===== src/rtl/time_keeper.sv =====
// BCD hh:mm:ss time-of-day counter advanced by a 1 Hz enable, with a
// RUN -> SET_HR -> SET_MIN set-mode FSM and a day-rollover pulse.
module time_keeper #(
  parameter int unsigned INIT_HR  = 12,
  parameter int unsigned INIT_MIN = 0
) (
  input  logic       clk,
  input  logic       rst,
  input  logic       tick,
  input  logic       mode_p,
  input  logic       inc_p,
  output logic [3:0] sec_ones,
  output logic [3:0] sec_tens,
  output logic [3:0] min_ones,
  output logic [3:0] min_tens,
  output logic [3:0] hr_ones,
  output logic [3:0] hr_tens,
  output logic [1:0] state,
  output logic       blink,
  output logic       day_pulse
);

  localparam int unsigned DIGIT_W = 4;
  localparam int unsigned FIELD_W = 2 * DIGIT_W;

  localparam logic [FIELD_W-1:0] RST_HR  = {DIGIT_W'(INIT_HR / 10),  DIGIT_W'(INIT_HR % 10)};
  localparam logic [FIELD_W-1:0] RST_MIN = {DIGIT_W'(INIT_MIN / 10), DIGIT_W'(INIT_MIN % 10)};

  typedef enum logic [1:0] {
    RUN     = 2'b00,
    SET_HR  = 2'b01,
    SET_MIN = 2'b10
  } state_t;

  state_t             r_state;
  logic [FIELD_W-1:0] r_sec;
  logic [FIELD_W-1:0] r_min;
  logic [FIELD_W-1:0] r_hr;
  logic               r_blink;
  logic               r_day_pulse;

  logic               w_sec_max;
  logic               w_min_max;
  logic               w_hr_max;
  logic [FIELD_W-1:0] w_sec_inc;
  logic [FIELD_W-1:0] w_min_inc;
  logic [FIELD_W-1:0] w_hr_inc;

  // Two-digit BCD increment: ones wrap into tens; caller handles the field limit.
  function automatic logic [FIELD_W-1:0] bcd_inc(input logic [FIELD_W-1:0] v);
    if (v[DIGIT_W-1:0] == DIGIT_W'(9))
      bcd_inc = {v[FIELD_W-1:DIGIT_W] + DIGIT_W'(1), DIGIT_W'(0)};
    else
      bcd_inc = {v[FIELD_W-1:DIGIT_W], v[DIGIT_W-1:0] + DIGIT_W'(1)};
  endfunction

  assign w_sec_max = (r_sec == 8'h59);
  assign w_min_max = (r_min == 8'h59);
  assign w_hr_max  = (r_hr  == 8'h23);
  assign w_sec_inc = w_sec_max ? '0 : bcd_inc(r_sec);
  assign w_min_inc = w_min_max ? '0 : bcd_inc(r_min);
  assign w_hr_inc  = w_hr_max  ? '0 : bcd_inc(r_hr);

  always_ff @(posedge clk) begin
    if (rst) begin
      r_state     <= RUN;
      r_sec       <= '0;
      r_min       <= RST_MIN;
      r_hr        <= RST_HR;
      r_blink     <= 1'b1;
      r_day_pulse <= 1'b0;
    end else begin
      r_day_pulse <= 1'b0;
      case (r_state)
        RUN: begin
          r_blink <= 1'b1;
          if (mode_p) begin
            r_state <= SET_HR;
            r_sec   <= '0;
          end else if (tick) begin
            // Full ripple resolved in a single cycle.
            r_sec <= w_sec_inc;
            if (w_sec_max) begin
              r_min <= w_min_inc;
              if (w_min_max) begin
                r_hr <= w_hr_inc;
                if (w_hr_max) r_day_pulse <= 1'b1;
              end
            end
          end
        end
        SET_HR: begin
          if (mode_p) begin
            r_state <= SET_MIN;
            r_blink <= 1'b1;
          end else begin
            if (inc_p) r_hr <= w_hr_inc;
            if (tick)  r_blink <= ~r_blink;
          end
        end
        SET_MIN: begin
          if (mode_p) begin
            r_state <= RUN;
            r_blink <= 1'b1;
          end else begin
            if (inc_p) r_min <= w_min_inc;
            if (tick)  r_blink <= ~r_blink;
          end
        end
        default: begin
          r_state <= RUN;
          r_blink <= 1'b1;
        end
      endcase
    end
  end

  assign sec_ones  = r_sec[DIGIT_W-1:0];
  assign sec_tens  = r_sec[FIELD_W-1:DIGIT_W];
  assign min_ones  = r_min[DIGIT_W-1:0];
  assign min_tens  = r_min[FIELD_W-1:DIGIT_W];
  assign hr_ones   = r_hr[DIGIT_W-1:0];
  assign hr_tens   = r_hr[FIELD_W-1:DIGIT_W];
  assign state     = r_state;
  assign blink     = r_blink;
  assign day_pulse = r_day_pulse;

endmodule


===== config.mk =====
export PLATFORM = sky130hd
export DESIGN_NAME = time_keeper
export DESIGN_NICKNAME = d
export VERILOG_FILES = /design/src/rtl/time_keeper.sv
export SDC_FILE = /design/constraint.sdc
export NUM_CORES = 1
export LEC_CHECK = 0
export BUFFER_PORTS_ARGS = -buffer_cell sky130_fd_sc_hd__buf_2
export CAP_MARGIN = 30
export CORE_MARGIN = 4
export CORE_UTILIZATION = 57
export CTS_BUF_LIST = sky130_fd_sc_hd__clkbuf_2 sky130_fd_sc_hd__clkbuf_4 sky130_fd_sc_hd__clkbuf_8
export DETAILED_ROUTE_END_ITERATION = 16
export GPL_TIMING_DRIVEN = 0
export PLACE_DENSITY = 0.91
export SLEW_MARGIN = 15
export SYNTH_ARGS = -nofsm -noshare
export SYNTH_HDL_FRONTEND = slang
export SYNTH_SLANG_ARGS = --single-unit
export TNS_END_PERCENT = 5

===== constraint.sdc =====
create_clock -name clk -period 2.1 [get_ports clk]
set_input_delay 0.105 -clock clk [delete_from_list [all_inputs] [get_ports clk]]
set_output_delay 0.105 -clock clk [all_outputs]
set_load 0.01 [all_outputs]

# == After elaboration in Yosys (flattened, before gate mapping) ==
# Index checks and enable logic that the tools add are counted.
# totals
regBits,28
inputBits,5
# classes
n_addsub,6
eq_ne,19
muxes,26
bitwise_logic,6
n_reduce_logical,13
# ops
cell,n
$mux 8,19
$pmux 8 s2,2
$add 4x1->4 const B,6
$ne 2x2->1 const B,11
$eq 8x7->1 const B,2
$eq 4x4->1 const B,3
$eq 8x6->1 const B,1
$reduce_and 7->1,1
$mux 2,3
$not 1->1,6
$pmux 2 s3,1
$reduce_and 3->1,2
$reduce_and 6->1,1
$reduce_bool 2->1,3
$reduce_or 6->1,1
$reduce_bool 3->1,1
$reduce_or 3->1,1
$eq 2x1->1 const B,1
$eq 2x2->1 const B,1
$logic_not 2->1,1
$reduce_and 2->1,1
$reduce_or 2->1,1
$mux 1,1

# == Longest topological paths before layout ==
# Gate-level depths: netlist (run 1).
# depth
word_depth,8
ltp_mapped,8

# == Worst setup path after synthesis (run 1) ==
# Ideal clock, no wire load.
# synth_path
path_type,register to register
startpoint,"register r_state[0], in the netlist state[0]"
endpoint,register r_min[7]
setup_time_ns,0.070
arrival_ns,1.896
required_time_ns,2.030
setup_slack_ns,0.133
stages_incl_launch_ff,7
synth_period_minus_slack_ns,1.967
cell_sequence,dfxtp_1 > inv_1 > ha_1 > nor2b_1 > a2111o_1 > or4_1 > a21oi_1
# synth_between
elab_chain_cells,3
word_cells_on_any_way,10
classes_between,6 x eq/ne; 1 x mux; 3 x reduce/logical
# synth_rtl
item,line_no,rtl
start: declaration,35,state_t r_state;
start signal: assignment,66,r_state <= RUN;
start signal: assignment,78,r_state <= SET_HR;
start signal: assignment,94,r_state <= SET_MIN;
$eq 2x2->1 or $logic_not 2->1 (tied branches),74,case (r_state)
$ne 2x2->1 (no line) or $reduce_bool 2->1 (tied branches),-,
$reduce_and 6->1 (no line),-,
end signal: assignment,84,r_min <= w_min_inc;
end signal: assignment,106,if (inc_p) r_min <= w_min_inc;
end: declaration,37,logic [FIELD_W-1:0] r_min;
# Parallel ways exist; a longest one is shown, timed or not.
# A chain may end at the register's enable or synchronous reset.

# == Final worst setup path (run 1) ==
# Same ends and word-level chain as after synthesis.

==> metrics.log, run 1 <==
INFO  metric yosys_register_bits = 28
INFO  metric whs_path_cells = 3
INFO  metric synth_enable_flop_cells = 0
INFO  metric path_buf_inv = 1
INFO  metric worst_case_reg_to_reg_path_depth = 6
INFO  metric critical_path.max_fanout = 7
INFO  metric fin_tns_setup = 0 ps
INFO  metric die_area = just under 0.004 sq mm
INFO  metric clk-insertion-delay-late = 330 ps
INFO  metric worst_voltage_drop_across_the_vdd_grid = slightly below 0.8 mV
INFO  metric status = complete, no violations
INFO  metric start_util = 59.8%
INFO  metric drt_drc_violations_left = 0
INFO  metric grt_overflow = 0
INFO  metric cts_tree = built
INFO  metric die_x = ~62 microns
INFO  metric critical_path_required = ~2400 ps
INFO  metric number_of_cts_inserted_buffers = 3
INFO  metric floorplan.rows = 19
INFO  metric critical_path_class = reg -> reg
INFO  metric cts.htree.levels = 1
INFO  metric finClkSkew = between 5 and 6 ps
INFO  metric regArea = approximately 570 sq um
INFO  metric synthCells = 188
INFO  metric worstMarginPinSlew = between 400 and 500 ps
INFO  metric critical_path.startpoint_type = register
INFO  metric synth.yosys.seq_area_share = between 30 and 40%
INFO  metric port_buffers = 31
INFO  metric crit_cells = 6
INFO  metric achievable-frequency = just under 500 MHz
INFO  metric drt-vias-per-instance = roughly 6.3
INFO  metric synth_area = 0.00166 sq mm
INFO  metric critical_path.endpoint_type = register
INFO  metric grt_pass1_vias = around 1400
INFO  metric place_worst_setup_slack = 28.3 ps
INFO  metric yosys-top-cells-area = dfxtp_1 (34%), ha_1 (11%), o21ai_0 (3.3%), nand3_1 (3.0%), inv_1 (2.7%)
INFO  metric finalNetCount = 247
INFO  metric detail_route.first_pass.iterations = 4
INFO  metric final.min_clock_period = slightly above 2000 ps
INFO  metric timing.final.crit_share = between 90% and 100%
INFO  metric dr_total_vias = 1615
INFO  metric insertedDiodeCount = 0
INFO  metric worst_slew_margin_rel = between 60% and 70%
INFO  metric critPathSlowestCell = or4_1
INFO  metric clk_pin_slew = around 150 ps
INFO  metric syn2layout_area_growth = 17.9%
INFO  metric totalWireLength = 3.73 mm
INFO  metric worst_hold_slack = 96.0 ps
INFO  metric multi_input_area = between 0.001 and 0.0015 sq mm
INFO  metric cp_slowest_stage_delay = roughly 530 ps
INFO  metric power.density = 607 mW/mm^2
INFO  metric detail_route.iter0.violations = 77
INFO  metric timing.hold.worst.class = in -> reg
INFO  metric cts_sinks = 28
INFO  metric synth_top_area_share = about a third
INFO  metric holdBufCountCts = 0
INFO  metric wl_per_cell = roughly 14 microns
INFO  metric category_of_cells_accounting_for_the_largest_share_of_critical_path_delay = simple AND/OR/NAND/NOR gates
INFO  metric yosys-top-cells-count = dfxtp_1 (28), ha_1 (15), inv_1 (12), nor2_1 (12), o21ai_0 (11)
INFO  metric layout-drive-gt1-share = 25.2%
INFO  metric drt.antenna.violating_nets = 0
INFO  metric clockRootBuffer = clkbuf_4
INFO  metric grt_antenna_before_repair = 0
INFO  metric async_flop_share = 0%
INFO  metric timing.final.max_slew_violations = 0
INFO  metric grt_max_degree = 17
INFO  metric hold_violations = 0
INFO  metric grt_first_pass_wirelength = between 6 and 7 mm
INFO  metric synth.net_count = 208
INFO  metric post_synthesis_area_per_instance = about 8.8 sq um
INFO  metric globalRouteTotalUtil = 21.4%
INFO  metric ys_dominant_reg_cell = dfxtp_1
INFO  metric fin_ws = a little under 70 ps
INFO  metric timing.critical_path.arrival = 2310 ps
INFO  metric unrepaired_setup_endpoints_after_global_routing = no
INFO  metric cp_cell_sequence = inv_1, ha_2, nor2b_2, a2111o_1, or4_1, a21oi_1
INFO  metric place.detailed.hpwl = ~2.7 mm
INFO  metric max_cap_viol_count = 0
INFO  metric n_fill_cell = between 200 and 250
INFO  metric power.static_leakage = a little under 0.9 nW
INFO  metric globalplace.congestion = 0.905
INFO  metric clock_path_buffers = 2
INFO  metric number_of_warnings_reported_in_the_yosys_synthesis_log = 0
INFO  metric setup_violations = 0
INFO  metric post-synth-top-count-cell = dfxtp_1
INFO  metric synthDistinctLibCells = 45
INFO  metric floorplan.die.height = a little over 60 microns
INFO  metric core_area = approximately 0.0028 sq mm
INFO  metric netlist.top_cell.by_area = dfxtp_1
INFO  metric finish.utilization = between 70% and 80%
INFO  metric pin_count = 33
-- sequential cells by signal (all words and copies together) (netlist names) --
signal	cells
blink	1
day_pulse	1
r_hr	8
r_min	8
r_sec	8
state	2
-- per-stage QoR --
| step | area (sq um) | cells | total power (W) |
|---|---|---|---|
| after floorplan | 1660 | 188 | 0.000752 |
| after global placement | 1860 | 250 | 0.000814 |
| after detailed placement | 1860 | 250 | 0.000821 |
| after CTS | 1910 | 254 | 0.00118 |
| after global routing | 1960 | 257 | 0.00124 |
| final | 1960 | 257 | 0.00119 |
-- metal layers --
layer / share of wire (%) / vias to the layer above / global-route usage (%)
li1: - / 799 / -
met1: 47 / 774 / 29.9
met2: 48 / 40 / 35.5
met3: 4.9 / 2 / 3.72
met4: 0.51 / 0 / 2.73
met5: 0 / - / 0
-- logic make-up (layout without fill, tap and decap cells) --
| family | after synthesis | in the layout | synth area share (%) |
|---|---|---|---|
| AO/OA/AOI/OAI | 48 | 48 | 20.8 |
| XOR/XNOR | 4 | 4 | 2.11 |
| adder cells (fa/ha/maj) | 15 | 15 | 11.3 |
| buffers and inverters | 20 | 58 | 4.66 |
| flip-flops | 28 | 28 | 33.7 |
| multiplexers | 2 | 2 | 1.20 |
| AND/OR/NAND/NOR | 71 | 71 | 26.3 |
-- final cells by class --
type                            instances  share of cell area (%)
Clock inverter                          1                    1.53
Sequential cell                        28                    28.9
Multi-Input combinational cell        140                    53.0
Tap cell                               31                    1.98
Buffer                                  8                    2.11
Inverter                               12                    2.30
Clock buffer                            3                    1.15
Timing Repair Buffer                   34                    9.06
-- power by group --
group	internal, W	switching (W)	leakage [nW]
registers	0.000555	0.0000301	0.229
logic	0.0000995	0.000146	0.613
clock network	0.000193	0.000165	0.0279
total	0.000848	0.000341	0.870
-- worst paths after layout --
check,slack [ps],start,endpoint
max,70,state[0]$_SDFFE_PP0P_,r_min[7]$_SDFFE_PP0P_
max reg2reg,70,state[0]$_SDFFE_PP0P_,r_min[7]$_SDFFE_PP0P_
min reg2reg,510,r_min[7]$_SDFFE_PP0P_,r_min[7]$_SDFFE_PP0P_
min,100,tick,blink$_SDFFE_PP1P_
-- worst register-to-register path, cell delays in order (launching register included) --
cell and delay [ps]:
dfxtp_2 360, inv_1 70, ha_2 210, nor2b_2 180, a2111o_1 490, or4_1 530
a21oi_1 140
-- repair_timing --
action / in CTS / in global routing
buffers inserted: 0 / 3
pin swaps: 0 / 2
setup endpoints to repair: 1 / 11
gates resized for setup: 1 / 14
hold endpoints to repair: 0 / 0
-- layout by cell type, fill, tap and decap left out, types with 4 or more instances in the layout --
cell type	Yosys	final
a31oi_1	6	6
ha_1	15	14
nand4_1	4	4
or4_1	6	6
clkbuf_1	6	4
nand2_1	9	9
dfxtp_2	0	5
nor2_1	12	12
dfxtp_1	28	23
o21ai_0	11	11
buf_2	2	32
inv_1	12	12
nand3_1	10	10
a21oi_1	6	6
nor3_1	8	8
Note: power is estimated with default switching activity, not from simulation.
==> run 2: changes to the inputs <==
Settings changed: BUFFER_PORTS_ARGS -buffer_cell sky130_fd_sc_hd__buf_2 to -buffer_cell sky130_fd_sc_hd__buf_4.
==> metrics.log, run 2 (synthesis results as in run 1) <==
INFO  metric final.min_clock_period = 2030 ps (about the same)
INFO  metric category_of_cells_accounting_for_the_largest_share_of_critical_path_delay = compound AO/OA/AOI/OAI gates (was simple AND/OR/NAND/NOR gates)
INFO  metric cp_slowest_stage_delay = 520 ps (was 530 ps)
INFO  metric place_worst_setup_slack = -21.2 ps (was 28.3 ps)
INFO  metric finalNetCount = 248 (was 247)
INFO  metric largest_registers = r_hr: 8 flops, r_min: 8 flops, r_sec: 8 flops (unchanged)
INFO  metric timing.critical_path.arrival = 2310 ps (about the same)
INFO  metric floorplan.rows = 19 (unchanged)
INFO  metric dpl-instance-area = 0.00193 sq mm (was 0.00186 sq mm)
INFO  metric wl_met3 = 291 microns (was 181 microns)
INFO  metric status = complete, no violations (unchanged)
INFO  metric grt_max_degree = 16 (was 17)
INFO  metric wl_met1 = 1.90 mm (was 1.73 mm)
INFO  metric drt-vias-per-instance = 6.57 (was 6.28)
INFO  metric timing.final.crit_share = 96.6% (was 96.7%)
INFO  metric clockRootBuffer = clkbuf_4 (unchanged)
INFO  metric clk-insertion-delay-late = 350 ps (was 330 ps)
INFO  metric grt_antenna_before_repair = 0 (unchanged)
INFO  metric path_buf_inv = 1 (unchanged)
INFO  metric wl_per_cell = 17.0 microns (was 14.5 microns)
INFO  metric floorplan.die.height = 62.0 microns (unchanged)
INFO  metric layout-drive-gt1-share = 28.2% (was 25.2%)
INFO  metric cp_cell_sequence = inv_1, ha_2, nand3b_4, a2111o_1, or4_4, a21oi_2 (was inv_1, ha_2, nor2b_2, a2111o_1, or4_1, a21oi_1)
INFO  metric detail_route.iter0.violations = 171 (was 77)
INFO  metric mostFrequentLayoutCell = buf_4 (was buf_2)
INFO  metric globalRouteTotalUtil = 24.4% (was 21.4%)
INFO  metric critical_path_class = reg -> reg (unchanged)
INFO  metric pin_count = 33 (unchanged)
INFO  metric cts_tree = built (unchanged)
INFO  metric unrepaired_setup_endpoints_after_global_routing = yes (was no)
INFO  metric power.density = 557 mW/mm^2 (was 607 mW/mm^2)
INFO  metric cells_after_dpl = 250 (unchanged)
INFO  metric clk_pin_slew = 160 ps (was 150 ps)
INFO  metric critical_path_required = 2390 ps (was 2370 ps)
INFO  metric critical_path.max_fanout = 8 (was 7)
INFO  metric hold_violations = 0 (unchanged)
INFO  metric grt_pass1_vias = 1484 (was 1413)
INFO  metric worst_voltage_drop_across_the_vdd_grid = 0.503 mV (was 0.782 mV)
INFO  metric detail_route.first_pass.iterations = 4 (unchanged)
INFO  metric place.detailed.hpwl = 3.06 mm (was 2.73 mm)
INFO  metric final_cell_area = 0.00206 sq mm (was 0.00196 sq mm)
INFO  metric drt_drc_violations_left = 0 (unchanged)
INFO  metric critical_path.startpoint_type = register (unchanged)
INFO  metric grt_first_pass_wirelength = 7.00 mm (was 6.38 mm)
INFO  metric routed.top_layer = met4 (unchanged)
INFO  metric number_of_cts_inserted_buffers = 3 (unchanged)
INFO  metric clock_path_buffers = 2 (unchanged)
INFO  metric globalplace.congestion = 0.884 (was 0.905)
INFO  metric power.static_leakage = 0.877 nW (was 0.870 nW)
INFO  metric insertedDiodeCount = 0 (unchanged)
INFO  metric timing.final.max_slew_violations = 0 (unchanged)
INFO  metric overall_power = 0.00115 W (was 0.00119 W)
INFO  metric die_area = 0.00385 sq mm (unchanged)
INFO  metric grt_overflow = 0 (unchanged)
INFO  metric finClkSkew = 3.23 ps (was 5.98 ps)
INFO  metric timing.hold.worst.class = in -> reg (unchanged)
INFO  metric cts_sinks = 28 (unchanged)
INFO  metric cts.htree.levels = 1 (unchanged)
INFO  metric layout_common_cells = buf_4 (35), dfxtp_1 (20), ha_1 (13) (was buf_2 (32), dfxtp_1 (23), ha_1 (14))
INFO  metric critPathSlowestCell = or4_4 (was or4_1)
INFO  metric totalWireLength = 4.38 mm (was 3.73 mm)
INFO  metric dr_total_vias = 1695 (was 1615)
INFO  metric met2_wirelength = 2.13 mm (was 1.79 mm)
INFO  metric critical_path.endpoint_type = register (unchanged)
INFO  metric port_buffers = 31 (unchanged)
INFO  metric worstMarginPinSlew = 556 ps (was 476 ps)
INFO  metric core_area = 0.00278 sq mm (unchanged)
INFO  metric drt.antenna.violating_nets = 0 (unchanged)
INFO  metric start_util = 59.8% (unchanged)
INFO  metric worst_slew_margin_rel = 62.9% (was 68.2%)
INFO  metric syn2layout_area_growth = 23.8% (was 17.9%)
INFO  metric fin_tns_setup = 0 ps (unchanged)
INFO  metric fin_ws = 72.3 ps (was 68.6 ps)
INFO  metric achievable-frequency = 493 MHz (was 492 MHz)
INFO  metric max_cap_viol_count = 0 (unchanged)
INFO  metric die_x = 62.0 microns (unchanged)
INFO  metric setup_violations = 0 (unchanged)
INFO  metric final_cell_count_no_fill = 258 (was 257)
run 2: cell types whose count changed in the layout (fill, tap and decap cells not counted), sizes merged:
cell,before,now
bufinv,1,0
buf,36,38
run 2: per-layer routing:
layer	global-route usage, %	vias up
met3	4.55	7
li1	-	803
met5	0	-
met4	10.6	0
met1	32.0	819
met2	38.8	66
run 2: worst reg2reg max path, delay by kind of cell (launching register included):
kind,cells,cell delay [ps]
compound gates,2,660
fa+ha+maj,1,210
buf+inv,1,70
flops,1,370
simple gates,2,640
run 2: layout make-up:
cell class	instances	area, sq um
Multi-Input combinational cell	140	1060
Tap cell	31	38.8
Timing Repair Buffer	35	263
Fill cell	209	723
Buffer	8	43.8
Clock buffer	4	36.3
Inverter	12	45.0
Sequential cell	28	571
run 2: what timing repair did:
action                                  in CTS  in global routing
endpoints found under the setup margin       6                 11
pin swaps                                    1                  5
setup buffers                                1                  3
resized for setup                            5                 19
hold buffers                                 0                  0
run 2: worst paths after layout:
| kind | cells past startpoint | from | endpoint | slack (ps) |
|---|---|---|---|---|
| min reg2reg | 1 | r_sec[7]$_SDFFE_PP0P_ | r_sec[7]$_SDFFE_PP0P_ | 530 |
| max | 6 | r_min[1]$_SDFFE_PP0P_ | r_min[4]$_SDFFE_PP0P_ | 70 |
| max reg2reg | 6 | r_min[1]$_SDFFE_PP0P_ | r_min[4]$_SDFFE_PP0P_ | 70 |
| min | 3 | tick | blink$_SDFFE_PP1P_ | 9 |
run 2: through the flow:
stage | hold WS, ps | utilization [%]
finish | 8.71 | 74.0
detailed placement | 386 | 69.5
floorplan | 237 | -
global placement | 378 | 69.5
global route | 21.6 | 74.0
CTS | 6.97 | 71.5
run 2: power breakdown:
| part | leakage [nW] | switching, W | total [W] | internal [W] |
|---|---|---|---|---|
| sequential | 0.230 | 0.0000329 | 0.000589 | 0.000556 |
| clock | 0.0210 | 0.000175 | 0.000282 | 0.000107 |
| combinational | 0.625 | 0.000155 | 0.000276 | 0.000120 |
| total | 0.877 | 0.000363 | 0.00115 | 0.000783 |
